`config.mk`:
```
export PLATFORM = sky130hd
export DESIGN_NAME = rv_iopmp_err_queue
export DESIGN_NICKNAME = d
export VERILOG_FILES = /design/src/rtl/rv_iopmp_err_queue.sv
export SDC_FILE = /design/constraint.sdc
export NUM_CORES = 1
export LEC_CHECK = 0
export CORE_MARGIN = 3
export CORE_UTILIZATION = 45
export DETAILED_ROUTE_END_ITERATION = 10
export GPL_TIMING_DRIVEN = 0
export PLACE_DENSITY = 0.67
export RECOVER_POWER = 50
export SKIP_CTS_REPAIR_TIMING = 1
export SKIP_LAST_GASP = 1
export SYNTH_ARGS = -nofsm -noshare
export SYNTH_HDL_FRONTEND = slang
export SYNTH_SLANG_ARGS = --single-unit
```
`constraint.sdc`:
```
create_clock -name clk_i -period 3.2 [get_ports clk_i]
set_input_delay 0.64 -clock clk_i [delete_from_list [all_inputs] [get_ports clk_i]]
set_output_delay 0.64 -clock clk_i [all_outputs]
set_load 0.1 [all_outputs]
```
`src/rtl/rv_iopmp_err_queue.sv`:
```
// rv_iopmp_err_queue: in-order FIFO of IOPMP violation records with a saturating overflow count and a WSI line.
// Optional timestamp capture is enabled by defining RV_IOPMP_ERR_TS_EN.
module rv_iopmp_err_queue #(
    parameter int ADDR_WIDTH = 64,
    parameter int SID_WIDTH  = 1,
    parameter int DEPTH      = 4,
    parameter int OVF_WIDTH  = 8,
    parameter int TS_WIDTH   = 32
) (
    input  logic                       clk_i,
    input  logic                       rst_ni,
    input  logic                       enable_i,
    input  logic                       err_valid_i,
    input  logic [ADDR_WIDTH-1:0]      err_addr_i,
    input  logic [SID_WIDTH-1:0]       err_sid_i,
    input  logic [1:0]                 err_access_i,
    input  logic [2:0]                 err_type_i,
    input  logic                       pop_i,
    input  logic                       clear_i,
    input  logic                       irq_en_i,
    output logic                       head_valid_o,
    output logic [ADDR_WIDTH-1:0]      head_addr_o,
    output logic [SID_WIDTH-1:0]       head_sid_o,
    output logic [1:0]                 head_access_o,
    output logic [2:0]                 head_type_o,
`ifdef RV_IOPMP_ERR_TS_EN
    output logic [TS_WIDTH-1:0]        head_ts_o,
`endif
    output logic [$clog2(DEPTH):0]     count_o,
    output logic [OVF_WIDTH-1:0]       ovf_cnt_o,
    output logic                       wsi_wire_o
);
    localparam int PW = $clog2(DEPTH);
    localparam int CW = PW + 1;

    if (DEPTH < 2 || (DEPTH & (DEPTH - 1)) != 0 || TS_WIDTH < 1) begin : g_bad_cfg
        $error("rv_iopmp_err_queue: DEPTH must be a power of two >= 2 and TS_WIDTH >= 1");
    end

    logic [ADDR_WIDTH-1:0] r_addr   [DEPTH];
    logic [SID_WIDTH-1:0]  r_sid    [DEPTH];
    logic [1:0]            r_access [DEPTH];
    logic [2:0]            r_type   [DEPTH];
    logic [PW-1:0]         r_wptr, r_rptr;
    logic [CW-1:0]         r_count;
    logic [OVF_WIDTH-1:0]  r_ovf;
    logic                  r_wsi;

    logic                  w_full, w_push, w_pop, w_accept, w_drop;
    logic [CW-1:0]         w_count_n;
    logic [OVF_WIDTH-1:0]  w_ovf_n;

    // clear outranks push and pop, so a concurrent push is neither stored nor counted
    always_comb begin
        w_full    = r_count == CW'(DEPTH);
        w_push    = err_valid_i & enable_i & (err_type_i != 3'd0) & ~clear_i;
        w_pop     = pop_i & (r_count != '0) & ~clear_i;
        w_accept  = w_push & (~w_full | w_pop);
        w_drop    = w_push & w_full & ~w_pop;
        w_count_n = clear_i ? '0 : r_count + CW'(w_accept) - CW'(w_pop);
        w_ovf_n   = clear_i ? '0 : (w_drop && r_ovf != '1) ? r_ovf + OVF_WIDTH'(1) : r_ovf;
    end

    always_ff @(posedge clk_i or negedge rst_ni) begin
        if (!rst_ni) begin
            for (int i = 0; i < DEPTH; i++) begin
                r_addr[i]   <= '0;
                r_sid[i]    <= '0;
                r_access[i] <= '0;
                r_type[i]   <= '0;
            end
            r_wptr  <= '0;
            r_rptr  <= '0;
            r_count <= '0;
            r_ovf   <= '0;
            r_wsi   <= 1'b0;
        end else begin
            if (w_accept) begin
                r_addr[r_wptr]   <= err_addr_i;
                r_sid[r_wptr]    <= err_sid_i;
                r_access[r_wptr] <= err_access_i;
                r_type[r_wptr]   <= err_type_i;
                r_wptr           <= r_wptr + PW'(1);
            end
            if (w_pop)
                r_rptr <= r_rptr + PW'(1);
            if (clear_i) begin
                r_wptr <= '0;
                r_rptr <= '0;
            end
            r_count <= w_count_n;
            r_ovf   <= w_ovf_n;
            r_wsi   <= irq_en_i & ((w_count_n != '0) | (w_ovf_n != '0));
        end
    end

`ifdef RV_IOPMP_ERR_TS_EN
    logic [TS_WIDTH-1:0] r_ts;
    logic [TS_WIDTH-1:0] r_ts_mem [DEPTH];

    always_ff @(posedge clk_i or negedge rst_ni) begin
        if (!rst_ni) begin
            r_ts <= '0;
            for (int i = 0; i < DEPTH; i++)
                r_ts_mem[i] <= '0;
        end else begin
            r_ts <= r_ts + TS_WIDTH'(1);
            if (w_accept)
                r_ts_mem[r_wptr] <= r_ts;
        end
    end

    assign head_ts_o = head_valid_o ? r_ts_mem[r_rptr] : '0;
`endif

    assign head_valid_o  = r_count != '0;
    assign head_addr_o   = head_valid_o ? r_addr[r_rptr]   : '0;
    assign head_sid_o    = head_valid_o ? r_sid[r_rptr]    : '0;
    assign head_access_o = head_valid_o ? r_access[r_rptr] : '0;
    assign head_type_o   = head_valid_o ? r_type[r_rptr]   : '0;
    assign count_o       = r_count;
    assign ovf_cnt_o     = r_ovf;
    assign wsi_wire_o    = r_wsi;
endmodule

```
==> metrics.cfg, run 1 <==
[timing]
whs_ps=499
hold_violations=0
setup_ws_ps=59.5
period_share=0.981
fmax_mhz=318
slew_violations=95
fin_setup_tns_ps=0
rsz0062_at_grt=true
slew_headroom=-0.686
skew_ps=5.93
setup_violations=0
fin_crit_ps=3140
worst_pin_slew_ps=2530

[place]
port_buffers=159
dp.cells=1404
dpl_worst_slack_ps=-961
place_congestion=0.743
dp_hpwl_mm=18.4

[cts]
clk_pin_slew_ps=60
cts_made_buffers=31
clk_path_buf_depth=3
clock-sinks=296
htreeDepth=1
cts_tree=done
clk_latency_ps=540
clockRootBuffer=clkbuf_16

[floorplan]
io_pins=160
num_rows=62
die_height_um=179
dieArea_um2=32000
core_area_um2=29100
initial_core_util=0.462
die_w_um=179

[layout]
final_cells=1470
final_layout_size_suffix_gt1_frac=0.512
fillers=2452
fin_nets=1147
area_growth_pct=22.7
antennaDiodeCount=0

[worst_hold_path]
hp-start=r_addr[84]
holdPathStages=1
hold_end=r_addr[84]
hp-class=reg -> reg

[critical_path]
cp_cell_sequence=buf_4, mux4_2, and2_1, clkbuf_2
cp_slowest_cell=dfrtp_2
cp.required_ps=2560
cp_data_arrival_time_ps=2500
worst_setup_path_start_kind=flip-flop
worstPathMaxFanout=10
r2r_cells=14
rr_endpoint=wsi_wire_o
worst_r2r_startpoint=count_o[0]
cp_slowest_stage_delay_ps=550
ff2ff_setup_slack_ps=90
path_class=reg -> out
cp-end-kind=output port

[pwr]
powerDensity_nw_per_um2=1010
leakage_nw=7.76
ir_drop_v=0.000994

[yosys]
ys_ff_latch=296
synth_top_cell_by_area=dfrtp_1
synth_ff_type=dfrtp_1
syn_nets=944
synth.top_cells.by_area=dfrtp_1, mux2_2, mux4_2, and2_1, buf_2
yosysTopAreaCellShare=0.551
async_flop_share=1.00
netlist-cell-type-count=38
seq_area_frac_synth=0.551
syn_inst=859
avgSynthCellArea_um2=15.7
ys_warn_count=0
synth-edff-count=0
synth.cell_area_um2=13400

[routing]
first_pass_iters=4
wl_per_cell_um=19.5
vias_per_cell=5.37
drcViolationCount=0
ant_nets=0
drt_iter0_markers=356
wl_mm=28.7
vias=7889

[global_route]
overflow=0
grt_pass1_wl_mm=45.3
grt_antenna_before_repair=1
grtUsageTotal=0.180
grt_pass1_vias=8022
grt_max_degree=104

[outcome]
status=complete, but fails checks
violations=max-capacitance violations, max-slew violations

[flow_run]
maxCapViolCount=1

## where the power goes
group | internal (mW) | total (mW) | switching (mW)
clock | 2.27 | 3.74 | 1.46
sequential | 4.63 | 5.07 | 0.443
combinational | 2.39 | 7.93 | 5.55
## layout make-up
class,count,area (um^2),share of cell area
buffer,52,283,0.0171
clock buffer,43,901,0.0546
clock inverter,14,173,0.0105
inverter,5,21.3,0.00129
multi-input combinational,503,5820,0.353
sequential,296,7420,0.450
tap,384,480,0.0291
timing repair buffer,173,1400,0.0851
## cells in the mapped netlist, types with 2 or more instances
library cell	instances
inv_1	5
mux2_2	280
a21oi_1	2
buf_2	36
nand2_1	10
nand2b_1	2
mux4_2	70
and2_1	72
clkbuf_1	19
nand3_1	8
dfrtp_1	296
xor2_1	6
or3_1	3
mux2i_1	5
ha_1	7
o21ai_0	3
nor2_1	13
and3_1	2
## metal layers
layer | vias up | global-route usage | wire, um
li1 | 3546 | - | -
met1 | 4141 | 0.265 | 13400
met2 | 165 | 0.285 | 13400
met3 | 35 | 0.0322 | 1420
met4 | 2 | 0.0344 | 474
met5 | - | 0 | 20
## critical path: cells and delay by family (launching register included)
kind | cells | cell delay, ps
buffers and inverters | 2 | 680
flip-flops | 1 | 550
multiplexers | 1 | 520
AND/OR/NAND/NOR | 1 | 200
## cell usage in the layout (no fill, tap or decap), types with 5 or more instances in the layout
| master | Yosys | layout |
|---|---|---|
| dlymetal6s2s_1 | 0 | 8 |
| and2_1 | 72 | 72 |
| clkbuf_8 | 0 | 9 |
| clkdlybuf4s50_1 | 0 | 80 |
| nand2_1 | 10 | 9 |
| clkbuf_16 | 0 | 31 |
| clkbuf_1 | 19 | 9 |
| buf_2 | 36 | 72 |
| dfrtp_1 | 296 | 291 |
| nand3_1 | 8 | 8 |
| clkbuf_2 | 0 | 36 |
| buf_4 | 0 | 20 |
| clkinv_2 | 0 | 9 |
| nor2_1 | 13 | 13 |
| mux2i_1 | 5 | 5 |
| mux4_2 | 70 | 70 |
| mux2_2 | 280 | 280 |
| xor2_1 | 6 | 5 |
| ha_1 | 7 | 5 |
## cell families after synthesis
| kind of cell | count (synthesis) | synth area share |
|---|---|---|
| buffers and inverters | 60 | 0.0201 |
| multiplexers | 355 | 0.355 |
| flip-flops | 296 | 0.551 |
| AO/OA/AOI/OAI | 10 | 0.00530 |
| adder cells (fa/ha/maj) | 8 | 0.00800 |
| XOR/XNOR | 7 | 0.00456 |
| AND/OR/NAND/NOR | 123 | 0.0558 |
## registers in the layout (all words and copies together), names as in the netlist
signal	count
ovf_cnt_o	8
r_addr	256
r_wptr	2
r_type	12
wsi_wire_o	1
r_sid	4
count_o	3
r_rptr	2
r_access	8
## through the flow
step / instance area, um^2 / utilization / power (mW)
2_1_floorplan: 13500 / - / 11.5
3_3_place_gp: 15500 / 0.534 / 13.4
3_5_place_dp: 15600 / 0.536 / 13.5
4_1_cts: 16700 / 0.573 / 17.3
5_1_grt: 16500 / 0.567 / 17.5
6_report: 16500 / 0.567 / 16.7
## worst max-delay path by stage
stage                          start              end  slack [ps]  depth (start not counted)
after floorplan                pop_i       wsi_wire_o        -270                         15
after global placement        rst_ni       count_o[2]      -13720                          1
after detailed placement       pop_i       wsi_wire_o        -960                         16
after CTS                  r_rptr[0]  head_addr_o[36]       -1160                          5
after global routing      count_o[0]       wsi_wire_o        -100                         14
final                      r_rptr[0]  head_addr_o[55]          60                          4
Note: power is estimated with default switching activity, not from simulation.
==> run 2: changes to the inputs <==
HOLD_SLACK_MARGIN = 0.03   (was not set)
==> results of run 2 <==
The final DEF is identical to that of run 1; final timing and power are the same.
==> run 3: changes to the inputs <==
GPL_TIMING_DRIVEN = 1   (was 0)
==> metrics.cfg, run 3 (same netlist as run 1, synthesis figures left out) <==
[critical_path]
rr_endpoint=wsi_wire_o
cp_slowest_stage_delay_ps=470  ; -80 ps
worst_r2r_startpoint=count_o[2]
r2r_cells=14  ; unchanged
path_depth=14  ; +10
path_class=reg -> reg
worst_setup_path_start_kind=flip-flop
path_buf_inv=4  ; +2
cp_slowest_cell=dfrtp_4
cp.required_ps=3580  ; +1020 ps
cp_top_family=simple AND/OR/NAND/NOR gates
worstPathMaxFanout=3  ; -7
cp_cell_sequence=buf_4, nor4b_4, and2b_1, inv_2, ha_1, inv_1, ha_1, inv_1, fa_2, xor2_1, xnor2_1, nor2_1, or4_1, o41a_1
cp-end-kind=flip-flop
critPathLaunch=count_o[2]
ff2ff_setup_slack_ps=140  ; +50 ps
cp_data_arrival_time_ps=3440  ; +940 ps
worstSetupEndpoint=wsi_wire_o

[layout]
final_cells=1445  ; -1.7%
mostFrequentLayoutCell=dfrtp_1
fillers=2262  ; -7.7%
utilization=0.604  ; +0.0364
largest-register=r_addr
final_layout_size_suffix_gt1_frac=0.510  ; -0.00159
fin_nets=1121  ; -2.3%
area_growth_pct=30.6
final_cell_mix=dfrtp_1, mux2_2, buf_12
largest_reg_flops=256  ; unchanged
reg_top3=r_addr x256, r_type x12

[floorplan]
io_pins=160  ; unchanged
num_rows=62  ; unchanged
die_height_um=179  ; unchanged
die_w_um=179  ; unchanged
initial_core_util=0.462  ; unchanged
dieArea_um2=32000  ; unchanged
core_area_um2=29100  ; unchanged

[timing]
worst_pin_slew_ps=2000  ; -533 ps
period_share=0.957  ; -0.0245
hold_violations=0  ; unchanged
fmax_mhz=327  ; +2.6%
setup_violations=0  ; unchanged
slew_violations=76  ; -20%
slew_headroom=-0.330  ; +0.356
skew_ps=7.22  ; +1.29 ps
fin_crit_ps=3060  ; -78.2 ps

[pwr]
ir_drop_v=0.00137  ; +38%
powerDensity_nw_per_um2=1060  ; +4.3%
total_power_mw=18.6  ; +11%
leakage_nw=8.07  ; +4.0%

[global_route]
overflow=0  ; unchanged
grt_max_degree=78  ; -25%
grt_antenna_before_repair=3  ; +2
grt_pass1_wl_mm=46.2  ; +1.9%
grtUsageTotal=0.184  ; +0.00380
grt_pass1_vias=8570  ; +6.8%

[routing]
vias=7815  ; -0.94%
wl_mm=28.3  ; -1.4%
drt_iter0_markers=295  ; -17%
vias_per_cell=5.41  ; +0.78%
wl_per_cell_um=19.6  ; +0.32%
drcViolationCount=0  ; unchanged
ant_nets=0  ; unchanged
first_pass_iters=4  ; unchanged

[cts]
clk_latency_ps=510  ; -30 ps
clk_path_buf_depth=3  ; unchanged
clock-sinks=296  ; unchanged
clockRootBuffer=clkbuf_16
htreeDepth=2  ; +1
cts_made_buffers=34  ; +9.7%
clk_pin_slew_ps=50  ; about the same
cts_tree=done

[outcome]
violations=max-capacitance violations, max-slew violations
status=complete, but fails checks

[worst_hold_path]
hp-class=reg -> reg

[flow_run]
maxCapViolCount=1  ; unchanged

[place]
dp.cells=1381  ; -1.6%
place_congestion=0.751  ; +1.2%
dp_hpwl_mm=17.6  ; -4.6%
port_buffers=159  ; unchanged

run 3: changes by cell type in the layout (fill, tap and decap cells not counted), sizes merged:
| cell | before | now |
|---|---|---|
| clkinvlp | 1 | 0 |
| clkbuf | 86 | 56 |
| buf | 94 | 117 |
| bufinv | 4 | 2 |
| clkdlybuf4s50 | 80 | 68 |
| diode | 0 | 1 |
| clkinv | 9 | 5 |
| inv | 5 | 6 |
| dlymetal6s2s | 8 | 7 |
run 3: layout make-up:
cell class	instances	area (um^2)	area share
diodes	1	2.50	0.000143
clock buffers	52	1010	0.0575
clock inverters	8	93.8	0.00534
inverters	5	18.8	0.00107
multi-input cells	503	5810	0.331
flip-flops and latches	296	7420	0.423
well taps	384	480	0.0274
repair buffers	196	2720	0.155
run 3: through the flow:
stage               setup slack [ps]  setup TNS (ps)  hold WS (ps)  instance area (um^2)
floorplan                       -271            -271           344                 13500
global placement                -559            -559           481                 16400
detailed placement              -619            -619           487                 16400
CTS                            -80.3           -80.3           127                 17500
global route                   -4.53           -4.53           507                 17600
finish                           138               0           495                 17600
run 3: worst min path at each step:
| stage | startpoint | to | slack [ps] | cells past startpoint |
|---|---|---|---|---|
| finish | r_addr[108] | r_addr[108] | 500 | 1 |
| global route | r_addr[92] | r_addr[92] | 510 | 1 |
| CTS | rst_ni | r_addr[51] | 130 | 1 |
| detailed placement | r_addr[108] | r_addr[108] | 490 | 1 |
| global placement | r_addr[51] | r_addr[51] | 480 | 1 |
| floorplan | rst_ni | count_o[0] | 340 | 0 |
run 3: layer usage:
metal / track usage / wire (um) / vias to the layer above
li1: - / - / 3500
met1: 0.251 / 12700 / 4125
met2: 0.305 / 13800 / 147
met3: 0.0413 / 1410 / 39
met4: 0.0390 / 422 / 4
met5: 0 / 26 / -
run 3: worst register-to-register path: stages (launching register included):
cell,delay [ps]
dfrtp_4,470
buf_4,150
nor4b_4,130
and2b_1,220
inv_2,40
ha_1,280
inv_1,60
ha_1,130
inv_1,50
fa_2,330
xor2_1,180
xnor2_1,130
nor2_1,60
or4_1,400
o41a_1,310
run 3: power by group:
group / switching (mW) / internal (mW)
Combinational: 5.78 / 3.92
Sequential: 0.448 / 4.63
Clock: 1.47 / 2.33
Total: 7.70 / 10.9
